**src/rtl/move_repeat_if.sv**
```systemverilog
// Key-to-move handshake bundle between the PS/2 key decoder side and the player stage.
interface move_repeat_if;
    logic [3:0] key_held;
    logic       ready;
    logic [3:0] move;
    logic       active;
    logic [1:0] dir;

    modport master (output key_held, ready, input  move, active, dir);
    modport slave  (input  key_held, ready, output move, active, dir);
endinterface

```
**src/rtl/move_repeat.sv**
```systemverilog
// Turns held direction keys into one-hot move pulses: one on press, then auto-repeat
// after DELAY_CYCLES and every REPEAT_CYCLES, gated by the player's ready handshake.
module move_repeat #(
    parameter int DELAY_CYCLES  = 12500000,
    parameter int REPEAT_CYCLES = 5000000,
    parameter int CNT_W         = 24
) (
    input  logic         clk,
    input  logic         rstn,
    move_repeat_if.slave bus
);
    localparam logic [1:0] IDLE   = 2'd0;
    localparam logic [1:0] FIRST  = 2'd1;
    localparam logic [1:0] REPEAT = 2'd2;

    localparam logic [CNT_W-1:0] DELAY_TC  = CNT_W'(DELAY_CYCLES - 1);
    localparam logic [CNT_W-1:0] REPEAT_TC = CNT_W'(REPEAT_CYCLES - 1);

    logic [3:0]       ks_meta, ks;
    logic [1:0]       state, state_n;
    logic [CNT_W-1:0] cnt, cnt_n;
    logic [1:0]       dir, dir_n;
    logic             pending, pending_n;
    logic [3:0]       move_q, move_n;
    logic             emit, rel, want, fire;

    function automatic logic [1:0] top_key(input logic [3:0] k);
        logic [1:0] idx;
        idx = 2'd0;
        for (int i = 0; i < 4; i++)
            if (k[i]) idx = 2'(i);
        return idx;
    endfunction

    always_ff @(posedge clk or negedge rstn) begin
        if (!rstn) begin
            ks_meta <= '0;
            ks      <= '0;
        end else begin
            ks_meta <= bus.key_held;
            ks      <= ks_meta;
        end
    end

    always_comb begin
        state_n = state;
        cnt_n   = cnt;
        dir_n   = dir;
        emit    = 1'b0;
        rel     = 1'b0;
        case (state)
            IDLE: begin
                if (|ks) begin
                    state_n = FIRST;
                    cnt_n   = '0;
                    dir_n   = top_key(ks);
                    emit    = 1'b1;
                end
            end
            FIRST: begin
                if (cnt == DELAY_TC) begin
                    emit    = 1'b1;
                    cnt_n   = '0;
                    state_n = REPEAT;
                end else begin
                    cnt_n = cnt + 1'b1;
                end
            end
            REPEAT: begin
                if (cnt == REPEAT_TC) begin
                    emit  = 1'b1;
                    cnt_n = '0;
                end else begin
                    cnt_n = cnt + 1'b1;
                end
            end
            default: begin
                state_n = IDLE;
                cnt_n   = '0;
                dir_n   = 2'd0;
            end
        endcase
        // Release beats a coincident terminal count: the move is dropped, not delivered late.
        if (state != IDLE && !ks[dir]) begin
            rel     = 1'b1;
            emit    = 1'b0;
            state_n = IDLE;
            cnt_n   = '0;
            dir_n   = 2'd0;
        end
    end

    // One outstanding move at most; a pulse is held back a cycle if the last one is still high.
    always_comb begin
        want      = emit | pending;
        fire      = want & bus.ready & ~(|move_q) & ~rel;
        pending_n = ~rel & want & ~fire;
        move_n    = fire ? (4'b0001 << dir_n) : 4'b0000;
    end

    always_ff @(posedge clk or negedge rstn) begin
        if (!rstn) begin
            state   <= IDLE;
            cnt     <= '0;
            dir     <= 2'd0;
            pending <= 1'b0;
            move_q  <= '0;
        end else begin
            state   <= state_n;
            cnt     <= cnt_n;
            dir     <= dir_n;
            pending <= pending_n;
            move_q  <= move_n;
        end
    end

    assign bus.move   = move_q;
    assign bus.active = (state != IDLE);
    assign bus.dir    = dir;
endmodule

```
**src/flat_wrapper.sv**
```systemverilog
// flat-port wrapper written by rule: the top's interface ports become plain ports
module move_repeat_flat 
#(
    parameter int DELAY_CYCLES  = 12500000,
    parameter int REPEAT_CYCLES = 5000000,
    parameter int CNT_W         = 24
)
  (clk, rstn, bus_key_held, bus_ready, bus_move, bus_active, bus_dir);
  move_repeat_if bus_i ();
  input  logic clk;
  input  logic rstn;
  input wire logic [$bits(bus_i.key_held)-1:0] bus_key_held;
  input wire logic [$bits(bus_i.ready)-1:0] bus_ready;
  output wire logic [$bits(bus_i.move)-1:0] bus_move;
  output wire logic [$bits(bus_i.active)-1:0] bus_active;
  output wire logic [$bits(bus_i.dir)-1:0] bus_dir;
  assign bus_i.key_held = bus_key_held;
  assign bus_i.ready = bus_ready;
  assign bus_move = bus_i.move;
  assign bus_active = bus_i.active;
  assign bus_dir = bus_i.dir;
  move_repeat #(.DELAY_CYCLES(DELAY_CYCLES), .REPEAT_CYCLES(REPEAT_CYCLES), .CNT_W(CNT_W)) u_core (.clk(clk), .rstn(rstn), .bus(bus_i));
endmodule
```
**config.mk**
```make
export PLATFORM = sky130hd
export DESIGN_NAME = move_repeat_flat
export DESIGN_NICKNAME = d
export VERILOG_FILES = /design/src/rtl/move_repeat_if.sv /design/src/rtl/move_repeat.sv /design/src/flat_wrapper.sv
export SDC_FILE = /design/constraint.sdc
export NUM_CORES = 1
export LEC_CHECK = 0
export ABC_CLOCK_PERIOD_IN_PS = 1900
export CAP_MARGIN = 30
export CORE_MARGIN = 1.5
export CORE_UTILIZATION = 52
export DETAILED_ROUTE_END_ITERATION = 7
export PLACE_DENSITY = 0.85
export SLEW_MARGIN = 20
export SYNTH_ARGS = -nofsm -noshare
export SYNTH_HDL_FRONTEND = slang
export SYNTH_SLANG_ARGS = --single-unit
```
**constraint.sdc**
```tcl
create_clock -name clk -period 1.9 [get_ports clk]
set_input_delay 0.19 -clock clk [delete_from_list [all_inputs] [get_ports clk]]
set_output_delay 0.19 -clock clk [all_outputs]
set_load 0.01 [all_outputs]
```
==> results by group, run 1 <==
Synthesis
  – Syn nets: approximately 210
  – Top cells by area, synth: dfrtp_1 49%, nor2_1 3.9%, xor2_1 3.7%, nand2_1 3.4%, ha_1 3.0%
  – Largest area contributor in the netlist: dfrtp_1
  – Post-Syn Area per Cell: approximately 10 um2
  – EDFF count, synth: 0
  – Top-count cell post-synth: dfrtp_1
  – Seq/Total Area, Yosys: between 40% and 50%
  – Cells after Synth: roughly 200
  – Synth Register Bits: between 40 and 50
  – Most used DFF post-synth: dfrtp_1
  – Ys async rst share: between 90% and 100%
  – Ys Warns: 0
  – Commonest cells post-synth: 41 x dfrtp_1, 22 x nor2_1, 19 x nand2_1
  – Share of the synthesized area in the top cell type: 48.8%
  – Mapped Area: 2100 um2
  – Synth cell types: 50

Die
  – Initial core utilization: between 50 and 60%
  – IO Count: 14
  – Core area: about 3800 um2
  – Die X: 66.6 um
  – Std cell rows: 22
  – Die Height: 66.6 um
  – Die area: between 4000 and 5000 um2

Worst setup path
  – Worst path required time: 2.12 ns
  – CP bufs+invs: 1
  – Slowest stage delay, CP: between 0.6 and 0.7 ns
  – Crit path kind: reg -> reg
  – R2R depth: 6
  – CP max FO: 10
  – Gate family responsible for the most delay along the worst path: simple AND/OR/NAND/NOR gates
  – Cell Chain, Critical Path: inv_1, ha_2, o211ai_1, o22a_4, or4b_2, o211ai_1
  – Most frequent cell on the critical path: o211ai_1
  – Startpoint Class: flop
  – Critical path depth: 6
  – Crit end category: flop
  – CP max stage cell: or4b_2
  – WP data arrival: approximately 2.3 ns

STA
  – Skew final: 0.00605 ns
  – # setup viols final: 30
  – Period utilization: 109%
  – Slew Limit Fails: 0
  – Slew headroom: about 55%
  – Slew @ Worst Pin: slightly below 0.7 ns
  – Final Worst Setup Slack: -0.163 ns
  – Hold Fails Final Rpt: 0
  – RSZ-0062 raised after global routing: true
  – Min Tclk post-route: between 2 and 2.5 ns
  – WHS: 0.325 ns
  – FMAX: about 480 MHz

GRT
  – First-pass GRT wire length: around 9600 um
  – Total congestion overflow: 0
  – Vias in the first global route: 2,000
  – Pin count of the biggest net entering global routing: 42
  – Antenna violations before repair: 0
  – Total track usage: between 30% and 40%

Place
  – Dpl cells: just over 300
  – PortBufs: 13
  – Pre-CTS setup slack: -0.174 ns
  – GP Congestion: around 0.90
  – Dpl hpwl: between 3000 and 4000 um

Flow run
  – Max-cap viol count: 0

Clock network
  – Inserted Clock Buffers: 5
  – H-Tree Depth: 2
  – Clock sink total: ~40
  – Clock Latency Late Sink: about 0.3 ns
  – Clock buffer depth: 2
  – Cell at the root of the clock tree: clkbuf_8
  – CTS tree: built
  – Clk pin slew, worst setup/hold paths: approximately 0.08 ns

Final layout
  – Layout cells sized above 1: between 30% and 40%
  – Layout Nets: 286
  – # fillers: 205
  – Reg area: 1030 um2
  – Area growth syn-to-layout: 35.6%
  – Area of the multi-input gates: around 1100 um2
  – Diode count: 0
  – Layout Cells excl Fill: 323

Routing
  – Avg WL per Cell: ~18 um
  – WL final: a little under 6000 um
  – Vias per std cell: a little over 6
  – Initial DRC Count: between 150 and 200
  – Vias: between 1,500 and 2,000
  – DRC Markers: 0
  – ANT nets after route: 0
  – DR pass1 iterations: 5

Run status
  – Failing checks: setup timing
  – Outcome: complete, but fails checks

Power and ir drop
  – Peak VDD IR: 0.769 mV
  – Power Density: approximately 1100 nW/um2
  – Leak Pwr: between 1 and 1.5 nW

Hold path
  – Worst Hold Depth: 1
  – Min-Delay Path Class: in -> reg
area by class of cell:
type                            instances  area share [%]
Timing Repair Buffer                   70            19.4
Tap cell                               48            2.11
Clock inverter                          3           0.614
Clock buffer                            5            2.41
Inverter                                5           0.658
Multi-Input combinational cell        151            38.8
Sequential cell                        41            36.0
cell families (layout without fill, tap and decap cells):
group	count (synthesis)	in the layout	synth area share [%]
adder cells (fa/ha/maj)	5	5	2.97
AND/OR/NAND/NOR	94	95	25.9
AO/OA/AOI/OAI	36	36	12.3
buffers and inverters	10	83	3.21
multiplexers	1	1	1.07
flip-flops	41	41	48.8
XOR/XNOR	14	14	5.83
registers in the layout, summed over array words and instances, names as in the netlist:
name	count
u_core.ks	4
u_core.ks_meta	4
u_core.bus.dir	2
u_core.bus.move	4
u_core.pending	1
u_core.state	2
u_core.cnt	24
path summary, 6_finish.rpt:
kind,slack [ns],end,startpoint
worst max-delay path,-0.16,u_core.cnt[7],u_core.state[0]
worst min-delay path,0.32,u_core.ks_meta[1],bus_key_held[1]
worst max register to register,-0.16,u_core.cnt[7],u_core.state[0]
worst min register to register,0.35,u_core.ks[1],u_core.ks_meta[1]
max in group asynchronous,1.07,u_core.cnt[19],rstn
min in group asynchronous,0.48,u_core.bus.dir[0],rstn
per-layer routing:
layer  routed length [um]  track usage, %
met1                 2320            37.6
met2                 2950            49.0
met3                  373            6.25
met4                  282            17.3
met5                    0               0
where the power goes:
| group | leakage, nW | internal [mW] | switching [mW] |
|---|---|---|---|
| clock | 0.0439 | 0.253 | 0.311 |
| sequential | 0.547 | 0.958 | 0.0514 |
| combinational | 0.689 | 0.708 | 0.760 |
| total | 1.28 | 1.92 | 1.12 |
through the flow:
step	utilization (%)	cell area (um2)	setup TNS [ns]	total power, mW
floorplan	-	2120	-1.05	1.79
global placement	70.2	2650	-1.85	2.17
detailed placement	70.2	2650	-2.98	2.22
CTS	74.8	2820	-2.21	2.91
global route	75.6	2850	-5.92	3.18
finish	75.6	2850	-2.85	3.04
layout by cell type, fill, tap and decap left out, types with 4 or more instances in the layout:
master | Yosys | layout
a21o_1 | 4 | 4
a21oi_1 | 8 | 7
and3_1 | 4 | 4
buf_4 | 1 | 56
clkbuf_8 | 0 | 5
clkdlybuf4s50_1 | 0 | 11
dfrtp_1 | 41 | 41
inv_1 | 5 | 5
nand2_1 | 19 | 19
nand3_1 | 9 | 9
nand4_1 | 4 | 4
nor2_1 | 22 | 20
nor2_2 | 2 | 4
nor3_1 | 5 | 4
o21ai_0 | 8 | 7
xnor2_1 | 5 | 5
xor2_1 | 9 | 9
what timing repair did:
action                                  in CTS  in global routing
endpoints found under the setup margin      31                 31
hold buffers                                 1                  0
cloned                                       1                  0
pin swaps                                    9                  1
buffers inserted                             3                  1
hold endpoints to repair                    41                  0
gates resized for setup                      9                  8
Power figures use the tool's default switching activity.
==> inputs of run 2 (changes only) <==
- CORE_MARGIN: 1.5 -> not set
- GPL_ROUTABILITY_DRIVEN: not set -> 0
==> results by group, run 2 (synthesis gave the netlist of run 1 again) <==
Power and ir drop
  – Power Density: between 1000 and 1500 nW/um2
  – Combinational share of power: between 40% and 50%
  – Leak Pwr: between 1 and 1.5 nW
  – Clock share of power: roughly 22%
  – Peak VDD IR: about 0.87 mV
  – Psw: about 1.2 mW
  – Pint: between 2 and 2.5 mW
  – Switching Share: between 30% and 40%
  – Register share of total power: 30.9%

STA
  – # setup viols final: 30
  – Slew @ Worst Pin: around 0.7 ns
  – WHS: between 0.3 and 0.4 ns
  – FMAX: 468 MHz
  – Setup tns final: -4.25 ns
  – Slew headroom: 53.7%
  – Slew Limit Fails: 0
  – Min Tclk post-route: about 2.1 ns
  – Skew final: 0.0115 ns
  – RSZ-0062 raised after global routing: true
  – Period utilization: 112%
  – Final Worst Setup Slack: -0.236 ns
  – Hold Fails Final Rpt: 0

Clock network
  – Clock sink total: between 40 and 50
  – CTS tree: built
  – Inserted Clock Buffers: 5
  – Clock buffer depth: 2
  – Cell at the root of the clock tree: clkbuf_8
  – Clk pin slew, worst setup/hold paths: roughly 0.070 ns
  – Clock Latency Late Sink: about 0.3 ns
  – H-Tree Depth: 2

Run status
  – Failing checks: setup timing
  – Outcome: complete, but fails checks

Worst setup path
  – Reg2Reg Setup Slack: -0.24 ns
  – CP max FO: 5
  – WP data arrival: 2.34 ns
  – Startpoint Class: flop
  – Crit end category: flop
  – Crit path kind: reg -> reg
  – Worst path required time: 2.10 ns

Die
  – Initial core utilization: around 56%
  – Core area: around 3800 um2
  – Die area: roughly 4300 um2
  – Die Height: 65.6 um
  – Std cell rows: 22
  – IO Count: 14
  – Die X: 65.6 um

Place
  – Pre-CTS setup slack: -0.163 ns
  – Dpl hpwl: approximately 3300 um
  – PortBufs: 13
  – Dpl cells: between 300 and 400

Final layout
  – Largest register FFs: 24
  – Reg area: 1030 um2
  – Commonest non-fill, non-tap cell in the layout: buf_4
  – Commonest non-fill, non-tap cells in the layout: 48 x buf_4, 41 x dfrtp_1, 20 x nor2_1
  – Layout Nets: between 200 and 300
  – Diode count: 0
  – Layout cells sized above 1: between 30 and 40%
  – Layout Cells excl Fill: between 300 and 400
  – # fillers: slightly below 200
  – Top reg by flops: u_core.cnt
  – Area of the multi-input gates: approximately 1200 um2
  – Area growth syn-to-layout: 38.8%

Hold path
  – Min-Delay Path Class: in -> reg

Routing
  – Vias: approximately 2,000
  – WL final: between 6000 and 7000 um
  – Vias per std cell: between 6 and 7
  – Avg WL per Cell: 19.1 um
  – DRC Markers: 0
  – DR pass1 iterations: 5
  – Initial DRC Count: ~170
  – ANT nets after route: 0

GRT
  – Antenna violations before repair: 0
  – Total track usage: between 20% and 30%
  – Met3 GRT Util: roughly 6.8%
  – Total congestion overflow: 0
  – Global route hottest layer: met2
  – Met1 Use GR: 32.5%
  – Met2 Resource Use GR: 40.3%
  – Vias in the first global route: between 1,500 and 2,000
  – Pin count of the biggest net entering global routing: 42
  – First-pass GRT wire length: between 7000 and 8000 um

Flow run
  – Max-cap viol count: 0
==> run 2: cell types whose count changed in the layout (fill, tap and decap cells not counted), sizes merged <==
cell,delta
buf,-6
bufinv,+1
clkbuf,+1
clkinv,-2
o22a,+1
==> run 2: per-layer routing <==
layer	share of wire [%]	routed length [um]	up-vias
li1	-	-	863
met1	40	2430	982
met2	48	2930	126
met3	8.3	502	27
met4	3.3	200	0
met5	0	0	-
==> run 2: critical path: stages, from the launching register on <==
cell      delay [ns]
dfrtp_1         0.42
mux4_2          0.41
o211ai_1        0.14
o22a_2          0.30
or4b_2          0.65
o211ai_1        0.13
==> run 2: final cells by class <==
class	instances	share of cell area, %
multi-input cells	152	40.4
flip-flops and latches	41	35.1
repair buffers	64	17.7
clock buffers	6	2.83
well taps	48	2.06
clock inverters	2	1.29
inverters	5	0.643
==> run 2: per-stage QoR <==
| stage | power (mW) | util, % | cell area [um2] |
|---|---|---|---|
| after floorplan | 1.79 | - | 2120 |
| final | 3.26 | 77.4 | 2920 |
| after global placement | 2.14 | 68.8 | 2590 |
| after detailed placement | 2.18 | 68.8 | 2590 |
| after global routing | 3.40 | 77.4 | 2920 |
| after CTS | 2.99 | 73.5 | 2770 |
==> run 2: worst paths after layout <==
kind | depth (start not counted) | from | endpoint
min reg2reg | 0 | u_core.ks_meta[1] | u_core.ks[1]
min | 1 | bus_key_held[0] | u_core.ks_meta[0]
max in group asynchronous | 3 | rstn | u_core.cnt[2]
max reg2reg | 5 | u_core.bus.dir[1] | u_core.cnt[7]
max | 5 | u_core.bus.dir[1] | u_core.cnt[7]
min in group asynchronous | 3 | rstn | u_core.ks_meta[1]
==> run 2: power groups by stage <==
stage	logic [mW]	registers (mW)	clock network, mW
floorplan	0.737	1.05	0
global placement	1.12	1.02	0
detailed placement	1.15	1.02	0
CTS	1.25	1.01	0.735
global route	1.61	1.02	0.774
finish	1.53	1.01	0.727
==> run 2: timing repair <==
action / CTS / global route
pin swaps: 6 / 15
resized for setup: 7 / 24
endpoints found under the setup margin: 31 / 31
setup buffers: 1 / 4
cloned: 1 / 1
hold endpoints to repair: 41 / 0
hold buffers: 1 / 0
